<file path="src/rtl/uart_cmd_wrapper.sv">
// Frames three UART bytes into a 24-bit command for the config block, with an inter-byte timeout.
// Also sends one-byte responses through the UART transmitter with a start/done handshake.
module uart_cmd_wrapper #(
  parameter int TIMEOUT = 4096
) (
  input  logic        clk,
  input  logic        rst_n,
  input  logic        rx_rdy,
  input  logic [7:0]  rx_data,
  output logic        clr_rx_rdy,
  output logic [23:0] cmd,
  output logic        cmd_rdy,
  input  logic        clr_cmd_rdy,
  input  logic        send_resp,
  input  logic [7:0]  resp_data,
  output logic        resp_sent,
  output logic        trmt,
  output logic [7:0]  tx_data,
  input  logic        tx_done,
  output logic        frame_err
);

  localparam int CNT_W = $clog2(TIMEOUT);
  localparam logic [CNT_W-1:0] TERM_CNT = CNT_W'(TIMEOUT - 1);

  typedef enum logic [1:0] {B1, B2, B3, FULL} rx_state_t;
  typedef enum logic {TX_IDLE, TX_BUSY} tx_state_t;

  rx_state_t        rx_state_reg, rx_state_next;
  logic [CNT_W-1:0] tmo_cnt_reg, tmo_cnt_next;
  logic             cmd_rdy_reg, cmd_rdy_next;
  logic             frame_err_reg, frame_err_next;
  logic             byte_accept;
  logic [2:0]       lane_sel;

  tx_state_t        tx_state_reg, tx_state_next;
  logic             trmt_reg;
  logic             resp_sent_reg;
  logic [7:0]       tx_data_reg;
  logic             tx_load;
  logic             resp_done;

  // A byte arriving on the terminal count is accepted ahead of the timeout.
  always_comb begin
    rx_state_next  = rx_state_reg;
    tmo_cnt_next   = tmo_cnt_reg;
    cmd_rdy_next   = cmd_rdy_reg;
    frame_err_next = 1'b0;
    byte_accept    = 1'b0;
    lane_sel       = 3'b000;
    case (rx_state_reg)
      B1: begin
        tmo_cnt_next = '0;
        if (rx_rdy) begin
          byte_accept   = 1'b1;
          lane_sel      = 3'b100;
          rx_state_next = B2;
        end
      end
      B2, B3: begin
        if (rx_rdy) begin
          byte_accept  = 1'b1;
          tmo_cnt_next = '0;
          if (rx_state_reg == B2) begin
            lane_sel      = 3'b010;
            rx_state_next = B3;
          end else begin
            lane_sel      = 3'b001;
            rx_state_next = FULL;
            cmd_rdy_next  = 1'b1;
          end
        end else if (tmo_cnt_reg == TERM_CNT) begin
          tmo_cnt_next   = '0;
          frame_err_next = 1'b1;
          rx_state_next  = B1;
        end else begin
          tmo_cnt_next = tmo_cnt_reg + 1'b1;
        end
      end
      FULL: begin
        tmo_cnt_next = '0;
        if (clr_cmd_rdy) begin
          cmd_rdy_next  = 1'b0;
          rx_state_next = B1;
        end
      end
      default: begin
        rx_state_next = B1;
        tmo_cnt_next  = '0;
        cmd_rdy_next  = 1'b0;
      end
    endcase
  end

  always_ff @(posedge clk or negedge rst_n) begin
    if (!rst_n) begin
      rx_state_reg  <= B1;
      tmo_cnt_reg   <= '0;
      cmd_rdy_reg   <= 1'b0;
      frame_err_reg <= 1'b0;
    end else begin
      rx_state_reg  <= rx_state_next;
      tmo_cnt_reg   <= tmo_cnt_next;
      cmd_rdy_reg   <= cmd_rdy_next;
      frame_err_reg <= frame_err_next;
    end
  end

  // Lane 2 holds the first byte of the frame, lane 0 the last.
  for (genvar gi = 0; gi < 3; gi++) begin : g_lane
    logic [7:0] byte_reg;
    always_ff @(posedge clk or negedge rst_n) begin
      if (!rst_n) begin
        byte_reg <= 8'h00;
      end else if (lane_sel[gi]) begin
        byte_reg <= rx_data;
      end
    end
    assign cmd[8*gi +: 8] = byte_reg;
  end

  always_comb begin
    tx_state_next = tx_state_reg;
    tx_load       = 1'b0;
    resp_done     = 1'b0;
    case (tx_state_reg)
      TX_IDLE: begin
        if (send_resp) begin
          tx_load       = 1'b1;
          tx_state_next = TX_BUSY;
        end
      end
      TX_BUSY: begin
        if (tx_done) begin
          resp_done     = 1'b1;
          tx_state_next = TX_IDLE;
        end
      end
      default: tx_state_next = TX_IDLE;
    endcase
  end

  always_ff @(posedge clk or negedge rst_n) begin
    if (!rst_n) begin
      tx_state_reg  <= TX_IDLE;
      trmt_reg      <= 1'b0;
      resp_sent_reg <= 1'b0;
      tx_data_reg   <= 8'h00;
    end else begin
      tx_state_reg  <= tx_state_next;
      trmt_reg      <= tx_load;
      resp_sent_reg <= resp_done;
      if (tx_load) begin
        tx_data_reg <= resp_data;
      end
    end
  end

  assign clr_rx_rdy = byte_accept;
  assign cmd_rdy    = cmd_rdy_reg;
  assign frame_err  = frame_err_reg;
  assign trmt       = trmt_reg;
  assign resp_sent  = resp_sent_reg;
  assign tx_data    = tx_data_reg;

endmodule

</file>
<file path="config.mk">
export PLATFORM = sky130hd
export DESIGN_NAME = uart_cmd_wrapper
export DESIGN_NICKNAME = d
export VERILOG_FILES = /design/src/rtl/uart_cmd_wrapper.sv
export SDC_FILE = /design/constraint.sdc
export NUM_CORES = 1
export LEC_CHECK = 0
export ABC_AREA = 1
export CORE_ASPECT_RATIO = 0.7
export CORE_MARGIN = 3
export CORE_UTILIZATION = 52
export DETAILED_ROUTE_END_ITERATION = 12
export GPL_ROUTABILITY_DRIVEN = 0
export PLACE_DENSITY = 0.91
export REMOVE_ABC_BUFFERS = 1
export SYNTH_ARGS = -nofsm -noshare
export SYNTH_HDL_FRONTEND = slang
export SYNTH_SLANG_ARGS = --single-unit
</file>
<file path="constraint.sdc">
create_clock -name clk -period 4.1 [get_ports clk]
set_input_delay 0.41 -clock clk [delete_from_list [all_inputs] [get_ports clk]]
set_output_delay 0.41 -clock clk [all_outputs]
set_load 0.005 [all_outputs]
</file>
==> qor.txt, run 1 <==
placed insts: 355
DR iter-0 viols: 88
Clk Latency, worst-skew pair: 310 ps
die footprint: 5140 µm²
final WL: 4.86 mm
Num CTS Buffers: 5
Final Total Pwr: 1.95 mW
status: complete, no violations
Slew @ Worst Pin: 1090 ps
TritonCTS clock tree: yes
Logic pwr share: 42.5%
pre-CTS setup slack: 2010 ps
root buffer cell: clkbuf_8
Worst-path clk slew: 80 ps
Via density: 4.90
top cells by area, synth: dfrtp_1, nand2_1, o21ai_0, inv_1, nor2_1
RSZ-0062 raised after global routing: no
# diodes: 0
post-synthesis register bit count: 51
final worst setup slack: 2000 ps
# nets final: 337
worst stage delay on the critical path: 580 ps
PortBufs: 58
Clk pwr share: 18.7%
Resized cells post-CTS: 0
Sink Count: 51
Switching Fraction: 34.6%
MaxCap Viol Count: 0
routed via count: 1780
GRT Total Usage: 18.9%
slowest CP cell: clkdlybuf4s50_1
final hold vios: 0
# IOs: 59
min cycle time layout: 2100 ps
critical path class: input pin to primary output
Starting Density: 55.4%
layout cell share with drive strength beyond 1: 10.6%
DRC Markers: 0
post-CTS setup buffers: 0
sequential area share after synthesis: 57.0%
Chip Width: 84.4 µm
setup TNS: 0 ps
Leakage: 1.39 nW
fin. max-slew vios: 0
routed len/inst: 13.4 µm
post-route insts no fill: 363
Netlist cell types: 23
crit-path max FO: 5
internal power: 1.28 mW
Syn Area/Cell: 8.99 µm²
Power Dens Cells: 657 nW/µm²
mapped cell area: 2240 µm²
Net Sw Power: 0.675 mW
Setup Skew: 8.50 ps
delay-heaviest family, CP: buffers and inverters
initial antenna violation count: 0
Tcrit/Tclk final: 51.1%
Worst EP arrival: 1690 ps
share of the synthesized area in the top cell type: 57.0%
global-route wire length before repair: 7.53 mm
Critical Path RT: 3690 ps
Max IR drop VDD: 0.418 mV
worst rel slew slack: 27.4%
most common cell after layout, fill and taps aside: nand2_1
commonest non-fill, non-tap cells in the layout: nand2_1, clkdlybuf4s50_1, dfrtp_1, inv_1, nor2_1
Mapped Cells: 249
CTS H-Tree Depth: 2
Synth area leader: dfrtp_1
startpoint type of the worst setup path: input pin
Crit path top cell by count: clkdlybuf4s50_1
CORE AREA: 4040 µm²
Seq pwr share: 38.9%
total grt overflow: 0
final setup violating endpoints: 0
Die H: 60.9 µm
max FFs per register: 24
Crit. End Element: primary output
Longest Clk Path Bufs: 2
largest net degree at the start of global routing: 52
drt pass-1 iters: 6
Final ANT Viol Nets: 0
FP Rows: 19
crit-path cells: clkdlybuf4s50_1 -> inv_2 -> nor2_1 -> clkdlybuf4s50_1
CP bufs+invs: 3
Synthesis Warnings: 0
hold_buf cts: 0
HPWL Detailed: 3.39 mm
Layout area overhead: 32.5%
Min-Delay Path Class: input pin to asynchronous set/reset pin
vias in the first global route: 1658
fmax: 477 MHz
[logic make-up (layout without fill, tap and decap cells)]
family / Yosys count / count (layout) / synth area share (%)
flip-flops: 51 / 51 / 57.0
XOR/XNOR: 1 / 1 / 0.391
AO/OA/AOI/OAI: 31 / 31 / 8.88
buffers and inverters: 32 / 94 / 6.03
adder cells (fa/ha/maj): 5 / 5 / 2.79
AND/OR/NAND/NOR: 129 / 129 / 24.9
[worst reg2reg max path: stages, from the launching register on]
cell and delay, ps:
dfrtp_1 420, inv_1 90, ha_1 240, nand3_1 470, o21ai_0 410
[layer usage]
layer	up-vias	track usage [%]	wire length [µm]	part of all wire, %
met5	-	0	0	0
met4	0	6.09	53	1.1
met3	7	3.93	231	4.8
met2	60	33.6	2410	50
met1	825	24.0	2160	45
li1	888	-	-	-
[power groups by stage]
stage                     combinational [mW]  clock [mW]  sequential [mW]
after floorplan                        0.413           0            0.764
after global placement                 0.798           0            0.756
final                                  0.829       0.364            0.758
after detailed placement               0.826           0            0.764
after CTS                              0.841       0.368            0.759
after global routing                   0.919       0.386            0.778
[stage by stage]
step,hold WS [ps],util [%],instance area [µm²]
2_1_floorplan,114,-,2210
3_3_place_gp,456,70.5,2850
3_5_place_dp,453,70.5,2850
4_1_cts,340,73.4,2970
5_1_grt,386,73.4,2970
6_report,306,73.4,2970
[cells in the mapped netlist]
cell type and instances:
nand2_1 86, dfrtp_1 51, inv_1 25, nor2_1 23, o21ai_0 19, o21ai_2 8, nand3_1 7, ha_1 5
nand2_2 3, nor2_2 3, nor3_2 3, a21oi_1 2, buf_6 2, clkbuf_1 2, inv_2 2, clkinv_1 1
nand3_2 1, nand4_4 1, o21ai_4 1, o21bai_1 1, or2_2 1, or2_4 1, xor2_1 1
[final cells by class]
type	instances	area [µm²]
Fill cell	288	1070
Clock buffer	6	82.6
Tap cell	52	65.1
Sequential cell	51	1280
Timing Repair Buffer	58	576
Clock inverter	2	35.0
Multi-Input combinational cell	166	828
Inverter	28	105
[worst paths after layout]
check | start | endpoint | slack [ps] | cells after the start
setup / recovery | rx_rdy | clr_rx_rdy | 2000 | 4
setup reg to reg | rx_state_reg[1] | g_lane[1].byte_reg[6] | 2380 | 4
min in group clk | tmo_cnt_reg[0] | tmo_cnt_reg[0] | 480 | 1
max in group asynchronous | rst_n | tmo_cnt_reg[4] | 3130 | 1
hold / removal | rst_n | rx_state_reg[1] | 310 | 1
hold reg to reg | tmo_cnt_reg[0] | tmo_cnt_reg[0] | 480 | 1
Note: power is estimated with default switching activity, not from simulation.
==> run 2, diff against run 1 <==
--- a/config.mk
+++ b/config.mk
@@ -8,10 +8,10 @@
 export ABC_AREA = 1
 export CORE_ASPECT_RATIO = 0.7
 export CORE_MARGIN = 3
-export CORE_UTILIZATION = 52
+export CORE_UTILIZATION = 48
 export DETAILED_ROUTE_END_ITERATION = 12
 export GPL_ROUTABILITY_DRIVEN = 0
-export PLACE_DENSITY = 0.91
+export PLACE_DENSITY = 0.85
 export REMOVE_ABC_BUFFERS = 1
 export SYNTH_ARGS = -nofsm -noshare
 export SYNTH_HDL_FRONTEND = slang
==> constraint.sdc (replaced) <==
create_clock -name clk -period 2.2 [get_ports clk]
set_input_delay 0.22 -clock clk [delete_from_list [all_inputs] [get_ports clk]]
set_output_delay 0.22 -clock clk [all_outputs]
set_load 0.005 [all_outputs]
==> qor.txt, run 2 (synthesis results as in run 1) <==
status: complete, no violations
Sink Count: 51 (unchanged)
fin. max-slew vios: 0 (unchanged)
final setup violating endpoints: 0 (unchanged)
largest net degree at the start of global routing: 37 (-29%)
CORE AREA: 4430 µm² (+9.6%)
GRT met2 Usage: 24.5% (-9.1 points)
Num CTS Buffers: 5 (unchanged)
Clk Latency, worst-skew pair: 300 ps (about the same)
flop2flop setup slack: 480 ps (-1900 ps)
Power Dens Cells: 1170 nW/µm² (+78%)
utilization after layout: 67.3% (-6.1 points)
pre-CTS setup slack: 495 ps (-1520 ps)
Worst EP arrival: 1600 ps (-90 ps)
Die H: 63.2 µm (+3.7%)
max FFs per register: 24 (unchanged)
Starting Density: 50.6% (-4.9 points)
met3 usage: 4.71% (+0.77 points)
crit-path max FO: 5 (unchanged)
Longest Clk Path Bufs: 2 (unchanged)
Via density: 4.84 (-1.3%)
# nets final: 341 (+1.2%)
Setup crit end: clr_rx_rdy
setup TNS: 0 ps (unchanged)
MaxCap Viol Count: 0 (unchanged)
critical path class: flop to primary output
DR iter-0 viols: 86 (-2.3%)
Critical Path RT: 1980 ps (-1710 ps)
routed len/inst: 12.0 µm (-10%)
Final Total Pwr: 3.48 mW (+78%)
commonest non-fill, non-tap cells in the layout: nand2_1, clkdlybuf4s50_1, dfrtp_1, inv_1, nor2_1
worst r2r dst: tmo_cnt_reg[5]
# diodes: 0 (unchanged)
worst rel slew slack: 68.8% (+41 points)
Max IR drop VDD: 0.478 mV (+14%)
global-route wire length before repair: 7.57 mm (+0.56%)
startpoint type of the worst setup path: flop
GR met1 Demand/Resource: 25.2% (+1.3 points)
final worst setup slack: 379 ps (-1620 ps)
DRC Markers: 0 (unchanged)
Chip Width: 87.6 µm (+3.8%)
Crit. End Element: primary output
most common cell after layout, fill and taps aside: nand2_1
Setup Skew: 12.5 ps (+4.03 ps)
fmax: 549 MHz
CTS H-Tree Depth: 2 (unchanged)
drt pass-1 iters: 4 (-2)
HPWL Detailed: 3.31 mm (-2.2%)
initial antenna violation count: 0 (unchanged)
# IOs: 59 (unchanged)
layout cell share with drive strength beyond 1: 11.1% (+0.50 points)
worst r2r path cells: 8 (+4)
Most Used Layer, Global Route: met1
total grt overflow: 0 (unchanged)
GRT Total Usage: 17.5% (-1.4 points)
crit path launch: rx_state_reg[0]
vias in the first global route: 1655 (-0.18%)
PortBufs: 58 (unchanged)
routed via count: 1790 (+0.56%)
Layout area overhead: 33.1%
min cycle time layout: 1820 ps
Min-Delay Path Class: input pin to asynchronous set/reset pin
RSZ-0062 raised after global routing: no
die footprint: 5530 µm² (+7.6%)
Worst R2R Start: rx_state_reg[0]
TritonCTS clock tree: yes
FP Rows: 20 (+1)
Slew @ Worst Pin: 466 ps (-622 ps)
final WL: 4.44 mm (-8.7%)
root buffer cell: clkbuf_8
Worst-path clk slew: 90 ps (about the same)
Leakage: 1.39 nW (+0.37%)
final hold vios: 0 (unchanged)
Tcrit/Tclk final: 82.8%
Final ANT Viol Nets: 0 (unchanged)
-- run 2: changes by cell type in the layout (fill, tap and decap cells not counted), sizes merged --
cell	change
dlygate4sd3	+1
bufinv	-1
clkbuf	+1
buf	+3
-- run 2: metrics by stage --
step | std cells | cell area (µm²) | hold slack (ps)
CTS | 370 | 2980 | 368
finish | 370 | 2980 | 348
detailed placement | 361 | 2880 | 149
global placement | 361 | 2880 | 146
global route | 370 | 2980 | 391
floorplan | 245 | 2210 | -75.6
-- run 2: area by class of cell --
cell class | instances | area, µm²
fillers | 363 | 1450
flip-flops and latches | 51 | 1280
multi-input cells | 166 | 828
repair buffers | 62 | 608
inverters | 28 | 105
clock buffers | 7 | 86.3
well taps | 55 | 68.8
clock inverters | 1 | 8.76
-- run 2: report_power, final --
group	total, mW	internal, mW	switching (mW)
clock network	0.553	0.258	0.295
logic	1.52	0.788	0.736
registers	1.40	1.23	0.172
total	3.48	2.28	1.20
-- run 2: repair_timing --
action / in CTS / in global routing
endpoints found under the hold margin: 15 / 0
buffers inserted: 0 / 0
gates resized for setup: 0 / 0
hold buffers: 1 / 0
-- run 2: how the worst min path moves through the flow --
stage | startpoint | endpoint | slack [ps] | depth (start not counted)
after floorplan | rst_n | cmd_rdy | -80 | 0
final | rst_n | rx_state_reg[1] | 350 | 2
after global routing | rst_n | rx_state_reg[1] | 390 | 2
after detailed placement | rst_n | rx_state_reg[1] | 150 | 1
after global placement | rst_n | rx_state_reg[1] | 150 | 1
after CTS | rst_n | rx_state_reg[1] | 370 | 2
-- run 2: worst max-delay path, cell delays in order, from the launching register on --
cell             delay, ps
dfrtp_1                440
ha_1                   250
nor2_1                 110
clkdlybuf4s50_1        500
-- run 2: layer usage --
layer / wire length [µm] / up-vias
met1: 2140 / 817
met4: 89 / 0
met3: 345 / 7
li1: - / 901
met2: 1860 / 65
met5: 0 / -
